`config.mk`:
```
export PLATFORM = sky130hd
export DESIGN_NAME = seg_scan_driver
export DESIGN_NICKNAME = d
export VERILOG_FILES = /design/src/rtl/seg_pkg.sv /design/src/rtl/seg_prescaler.sv /design/src/rtl/seg_scan_driver.sv
export SDC_FILE = /design/constraint.sdc
export NUM_CORES = 1
export LEC_CHECK = 0
export ABC_AREA = 1
export BUFFER_PORTS_ARGS = -buffer_cell sky130_fd_sc_hd__buf_4
export CORE_UTILIZATION = 55
export DETAILED_ROUTE_END_ITERATION = 6
export HOLD_SLACK_MARGIN = 0.08
export PLACE_DENSITY = 0.83
export SYNTH_ARGS = -nofsm -noshare
export SYNTH_HDL_FRONTEND = slang
export SYNTH_SLANG_ARGS = --single-unit
```
`constraint.sdc`:
```
create_clock -name clk -period 6.6 [get_ports clk]
set_input_delay 0.99 -clock clk [delete_from_list [all_inputs] [get_ports clk]]
set_output_delay 0.99 -clock clk [all_outputs]
set_load 0.05 [all_outputs]
```
`src/rtl/seg_pkg.sv`:
```
// Shared constants, digit-index type and digit-enable decode for the 7-segment scan driver.
package seg_pkg;

    localparam int NUM_DIGITS = 6;
    localparam int SEG_W      = 7;

    localparam logic [SEG_W-1:0] SEG_OFF  = 7'b0000000;
    localparam logic [SEG_W-1:0] SEG_DASH = 7'b0000001;

    typedef logic [2:0] digit_idx_t;

    // Indices 6 and 7 are unreachable; they decode to no digit at all.
    function automatic logic [NUM_DIGITS-1:0] digit_onehot(input digit_idx_t idx);
        logic [NUM_DIGITS-1:0] oh;
        case (idx)
            3'd0:    oh = 6'b000001;
            3'd1:    oh = 6'b000010;
            3'd2:    oh = 6'b000100;
            3'd3:    oh = 6'b001000;
            3'd4:    oh = 6'b010000;
            3'd5:    oh = 6'b100000;
            default: oh = 6'b000000;
        endcase
        return oh;
    endfunction

endpackage

```
`src/rtl/seg_prescaler.sv`:
```
// Digit-slot counter: tick on the last cycle of a slot; with GHOST_BLANK_EN, blank over the slot tail.
module seg_prescaler #(
    parameter int PRESCALE     = 50000,
    parameter int BLANK_CYCLES = 16
) (
    input  logic clk,
    input  logic rst,
    input  logic en,
    output logic tick
`ifdef GHOST_BLANK_EN
    ,
    output logic blank
`endif
);

    localparam int CW = (PRESCALE > 1) ? $clog2(PRESCALE) : 1;
    localparam logic [CW-1:0] LAST = CW'(PRESCALE - 1);

    logic [CW-1:0] cnt;

    always_ff @(posedge clk or posedge rst) begin
        if (rst) begin
            cnt <= '0;
        end else if (en) begin
            if (cnt == LAST) begin
                cnt <= '0;
            end else begin
                cnt <= cnt + 1'b1;
            end
        end
    end

    assign tick = (cnt == LAST);

`ifdef GHOST_BLANK_EN
    // Compared at 32 bits so BLANK_CYCLES=0 (threshold == PRESCALE) never wraps into range.
    localparam logic [31:0] BLANK_FROM = 32'(PRESCALE - BLANK_CYCLES);
    assign blank = ({{(32-CW){1'b0}}, cnt} >= BLANK_FROM);
`endif

endmodule

```
`src/rtl/seg_scan_driver.sv`:
```
// Six-digit multiplexed 7-segment driver with per-frame snapshot of the digit patterns.
// Optional anti-ghosting dead time at the tail of each slot: define GHOST_BLANK_EN.
module seg_scan_driver
    import seg_pkg::*;
#(
    parameter int PRESCALE       = 50000,
    parameter int BLANK_CYCLES   = 16,
    parameter bit SEG_ACTIVE_LOW = 1'b0,
    parameter bit DIG_ACTIVE_LOW = 1'b1
) (
    input  logic                  clk,
    input  logic                  rst,
    input  logic [SEG_W-1:0]      d0,
    input  logic [SEG_W-1:0]      d1,
    input  logic [SEG_W-1:0]      d2,
    input  logic [SEG_W-1:0]      d3,
    input  logic [SEG_W-1:0]      d4,
    input  logic [SEG_W-1:0]      d5,
    output logic [SEG_W-1:0]      seg,
    output logic [NUM_DIGITS-1:0] dig,
    output logic                  frame
);

    localparam logic [SEG_W-1:0]      SEG_POL     = {SEG_W{SEG_ACTIVE_LOW}};
    localparam logic [NUM_DIGITS-1:0] DIG_POL     = {NUM_DIGITS{DIG_ACTIVE_LOW}};
    localparam logic [SEG_W-1:0]      SEG_OFF_LVL = SEG_OFF ^ SEG_POL;
    localparam logic [NUM_DIGITS-1:0] DIG_OFF_LVL = DIG_POL;
    localparam digit_idx_t            LAST_IDX    = 3'(NUM_DIGITS - 1);

    digit_idx_t       idx;
    logic [SEG_W-1:0] snap [NUM_DIGITS];
    logic [SEG_W-1:0] din  [NUM_DIGITS];
    logic             primed;
    logic             tick;
    logic             blank;

    assign din[0] = d0;
    assign din[1] = d1;
    assign din[2] = d2;
    assign din[3] = d3;
    assign din[4] = d4;
    assign din[5] = d5;

    seg_prescaler #(
        .PRESCALE     (PRESCALE),
        .BLANK_CYCLES (BLANK_CYCLES)
    ) u_prescaler (
        .clk   (clk),
        .rst   (rst),
        .en    (primed),
        .tick  (tick)
`ifdef GHOST_BLANK_EN
        ,
        .blank (blank)
`endif
    );

`ifndef GHOST_BLANK_EN
    assign blank = 1'b0;
`endif

    // Outputs are driven from the pre-edge idx/snap/cnt, giving a uniform one-cycle lag.
    always_ff @(posedge clk or posedge rst) begin
        if (rst) begin
            idx    <= '0;
            snap   <= '{default: '0};
            primed <= 1'b0;
            frame  <= 1'b0;
            seg    <= SEG_OFF_LVL;
            dig    <= DIG_OFF_LVL;
        end else begin
            frame <= 1'b0;
            if (!primed) begin
                snap   <= din;
                primed <= 1'b1;
                frame  <= 1'b1;
                seg    <= SEG_OFF_LVL;
                dig    <= DIG_OFF_LVL;
            end else begin
                if (blank) begin
                    seg <= SEG_OFF_LVL;
                    dig <= DIG_OFF_LVL;
                end else begin
                    seg <= snap[idx] ^ SEG_POL;
                    dig <= digit_onehot(idx) ^ DIG_POL;
                end
                if (tick) begin
                    if (idx == LAST_IDX) begin
                        idx   <= '0;
                        snap  <= din;
                        frame <= 1'b1;
                    end else begin
                        idx <= idx + 3'd1;
                    end
                end
            end
        end
    end

endmodule

```
---- Word level (Yosys, flattened, before mapping) ----
Index checks and enable logic that the tools add are counted.
storage, ports and cells
  register bits ........................... 76
  input bits .............................. 44
  output and inout port bits .............. 14
  word-level logic and storage cells ...... 43
operators by class
  add/sub/neg operators ................... 2
  order comparisons ....................... 1
  equality and inequality tests ........... 8
  mux-type cells .......................... 15
  bitwise operators ....................... 2
  reduce and logical (&&, ||, !) cells .... 3
operator list
  cell                                                                     number
  42-bit 2-to-1 mux                                                        3
  6-bit one-hot mux with 6 select lines                                    1
  7-bit binary-select mux with 3-bit select                                1
  7-bit 2-to-1 mux                                                         3
  16-bit by 1-bit adder with 16-bit output, second input constant          1
  16-bit == test, second input constant                                    1
  16-bit 2-to-1 mux                                                        1
  6-bit 2-to-1 mux                                                         2
  3-bit by 2-bit == test with 1-bit output, second input constant          2
  3-bit == test, second input constant                                     2
  6-bit NOT                                                                1
  4-bit >= comparator, second input constant                               1
  2-bit by 1-bit inequality test with 1-bit output, second input constant  2
  3-bit NOT with 4-bit output                                              1
  2-bit AND reduction                                                      2
  3-bit by 1-bit adder with 3-bit output, second input constant            1
  3-bit by 1-bit == test with 1-bit output, second input constant          1
  3-bit zero test                                                          1
  1-bit 2-to-1 mux                                                         3
  3-bit 2-to-1 mux                                                         1

---- Logic depth before layout (Yosys ltp) ----
  depth in word-level cells ............... 5
  gate-level depth with buffers ........... 9
  gate-level depth less buffers ........... 8

---- Modules after synthesis ----
A second synthesis with hierarchy kept.
unflattened totals
  cells, all modules ...................... 497
  area, all modules ....................... 3,870.0 um^2
modules (own cells, without submodules)
  module           times used  cells an instance  area each (um^2)  sequential area each (um^2)
  seg_scan_driver  1           351                2,865.2           1,508.9
  seg_prescaler    1           146                1,004.7           400.4

---- Least setup slack after synthesis ----
Ideal clock, no wire load.
  path kind ............................... reg-to-output
  start ................................... register dig[0]
  end ..................................... output dig[0]
  data arrival time ....................... 0.656 ns
  data required time ...................... 5.610 ns
  path slack .............................. 4.954 ns
  stages on the path, launching flop included .. 1
  path buffers ............................ 0
  path through ............................ dfstp_2
RTL lines
  item                    line                   source
  start, declared         seg_scan_driver.sv:20  output logic [NUM_DIGITS-1:0] dig,
  start signal, assigned  seg_scan_driver.sv:85  dig <= digit_onehot(idx) ^ DIG_POL;
No word-level cell between the ends.

==> metrics.cfg <==
[layout]
syn_to_final_growth_pct = 14.2
finalNetCount = 566
diodes = 0
final_layout_size_suffix_gt1_frac = 0.246
fin_util = 0.658

[clocking]
postCtsSetupBuffers = 0
clock_path_buffers = 2
htreeDepth = 3
cts_tree = done
post_cts_resize_count = 0
clkSlewWorstSetupHoldPaths_ns = 0.07
cts-root-buf = clkbuf_8
cts_made_buffers = 9
worstSkewPairLatency_ns = 0.35
cts_hold_buf = 0
numClockSinks = 76

[grt]
grt_start_max_net_pins = 77
grt_overflow_total = 0
grt_usage = 0.253
grt_pass1_vias = 3065
grt_antenna_before_repair = 0
grt_pass1_wl_mm = 14.5

[worst_setup_path]
cp_data_required_time_ns = 6.84
worst-path-buf-inv = 3
arrival_ns = 2.53
cp-start-kind = flip-flop
critical_path.endpoint = u_prescaler.cnt[13]
critPathTopFamily = buffers and inverters
slowest_stage = dfrtp_2
path_cells = buf_4 -> inv_1 -> nor2_2 -> nand2_1 -> nand3b_1 -> nand2_1 -> inv_1
timing.rr.end = u_prescaler.cnt[13]
reg2regPathDepth = 7
rrSetupSlack_ns = 4.31
cp-end-kind = flip-flop
r2r-start = primed
slowest_delay_ns = 0.68
cp_max_fo = 31
startpoint = primed
path_class = flip-flop to flip-flop
crit_cells = 7

[sta]
finalHoldViolCount = 0
worstMarginPinSlew_ns = 1.15
fin_crit_sh = 0.347
fmax_ghz = 0.436
finalCriticalPeriod_ns = 2.29
max_slew_margin = 0.228
fin_skew_ns = 0.0137
tns_ns = 0
setup_ws_ns = 4.31
final-setup-viol-count = 0
rsz0062_at_grt = false
report.final.slew_viol_count = 0

[synthesis]
synth_seq_cells = 76
postSynthCellCount = 474
synth_nets = 520
ys.flop_type = dfrtp_1
yosys_warnings = 0
ys_seq_area_frac = 0.482
synth_area_leaders = dfrtp_1, nand2_1, nand3_1
synth_largest_area_cell = dfrtp_1
synth-edff-count = 0
synth.distinct_cells = 33
synth_common_cells = nand2_1, nand3_1, dfrtp_1
synthArstFlopShare = 1.00
synth_top_area_frac = 0.442
syn-cell-area_um2 = 3960
synth.most_common_cell = nand2_1
avgSynthCellArea_um2 = 8.35

[placed_design]
gp_congestion = 0.816
dpl.hpwl_mm = 5.95
io_buffers = 57
pre_cts_ws_ns = 4.32

[detailed_routing]
drt_iter0_markers = 189
viasPerCell = 5.21
wire_per_inst_um = 13.6
first_pass_iters = 5
ant_nets = 0
drc = 0
vias = 3231
drt-total-wl_mm = 8.41

[run_status]
status = finished, final reports clean

[floorplan]
die_h_um = 86.9
start_util = 0.577
num_rows = 30
core_area_um2 = 6870
num_io_pins = 58
die-area_um2 = 7540
die_w_um = 86.9

[hold_path]
whs_path_depth = 2
min_path_type = flip-flop to flip-flop

[power_and_ir_drop]
p_leak_nw = 2.31
power.density_nw_per_um2 = 222
max-vdd-ir-drop_mv = 0.127

[flow_run]
drv_cap = 0

where the power goes:
part / internal [mW] / switching (mW) / leakage (nW)
Sequential: 0.505 / 0.0398 / 0.983
Combinational: 0.0565 / 0.0807 / 1.24
Clock: 0.154 / 0.167 / 0.0954
Total: 0.715 / 0.288 / 2.31
worst reg2reg max path: stages, from the launching register on:
cell and delay, ns:
dfrtp_2 0.68, buf_4 0.49, inv_1 0.32, nor2_2 0.31, nand2_1 0.12, nand3b_1 0.18, nand2_1 0.07, inv_1 0.03
layout make-up:
class | count | area [µm²]
well taps | 96 | 120
multi-input cells | 340 | 1740
fillers | 594 | 2350
clock inverters | 4 | 23.8
inverters | 34 | 128
clock buffers | 11 | 151
flip-flops and latches | 76 | 1910
repair buffers | 59 | 443
state kept, by name, summed over array words and instances, names as in the netlist:
register and cells:
dig 6, frame 1, idx 3, primed 1, seg 7, snap 42
u_prescaler.cnt 16
cell usage in the layout (no fill, tap or decap), types with 2 or more instances in the layout:
cell type  count
a21oi_1       12
buf_4         59
clkbuf_8      11
clkinv_2       3
dfrtp_1       69
dfstp_2        6
ha_1           2
inv_1         31
inv_2          3
nand2_1      149
nand3_1       75
nand3_2       30
nand3b_1       2
nand4_1        7
nor2_1        34
nor2_2         6
nor2_4         2
o21ai_0        5
o21bai_1       2
xor2_1         4
per-stage QoR:
stage                     cells  power, mW  hold slack [ns]  instance area, µm²
after floorplan             474      0.642            0.478                3960
after global placement      605      0.683            0.495                4350
after detailed placement    605      0.690            0.500                4350
after CTS                   620       1.01            0.521                4520
after global routing        620       1.06            0.547                4520
final                       620       1.00            0.518                4520
metal layers:
metal | up-vias | part of all wire | GRT usage
li1 | 1614 | - | -
met1 | 1520 | 0.45 | 0.353
met2 | 85 | 0.48 | 0.400
met3 | 12 | 0.049 | 0.0427
met4 | 0 | 0.015 | 0.0879
met5 | - | 0 | 0
worst min path at each step:
stage	startpoint	to
finish	snap[22]	snap[22]
global route	snap[25]	snap[25]
CTS	snap[22]	snap[22]
detailed placement	snap[22]	snap[22]
global placement	snap[22]	snap[22]
floorplan	snap[35]	snap[35]
cells by family after synthesis:
group / count (synthesis) / share of synthesized area
xor+xnor: 4 / 0.00885
compound gates: 22 / 0.0294
flops: 76 / 0.482
simple gates: 311 / 0.392
fa+ha+maj: 2 / 0.00632
other cells: 1 / 0.000947
buf+inv: 58 / 0.0803
No activity file was read; power rests on OpenSTA's default activity.
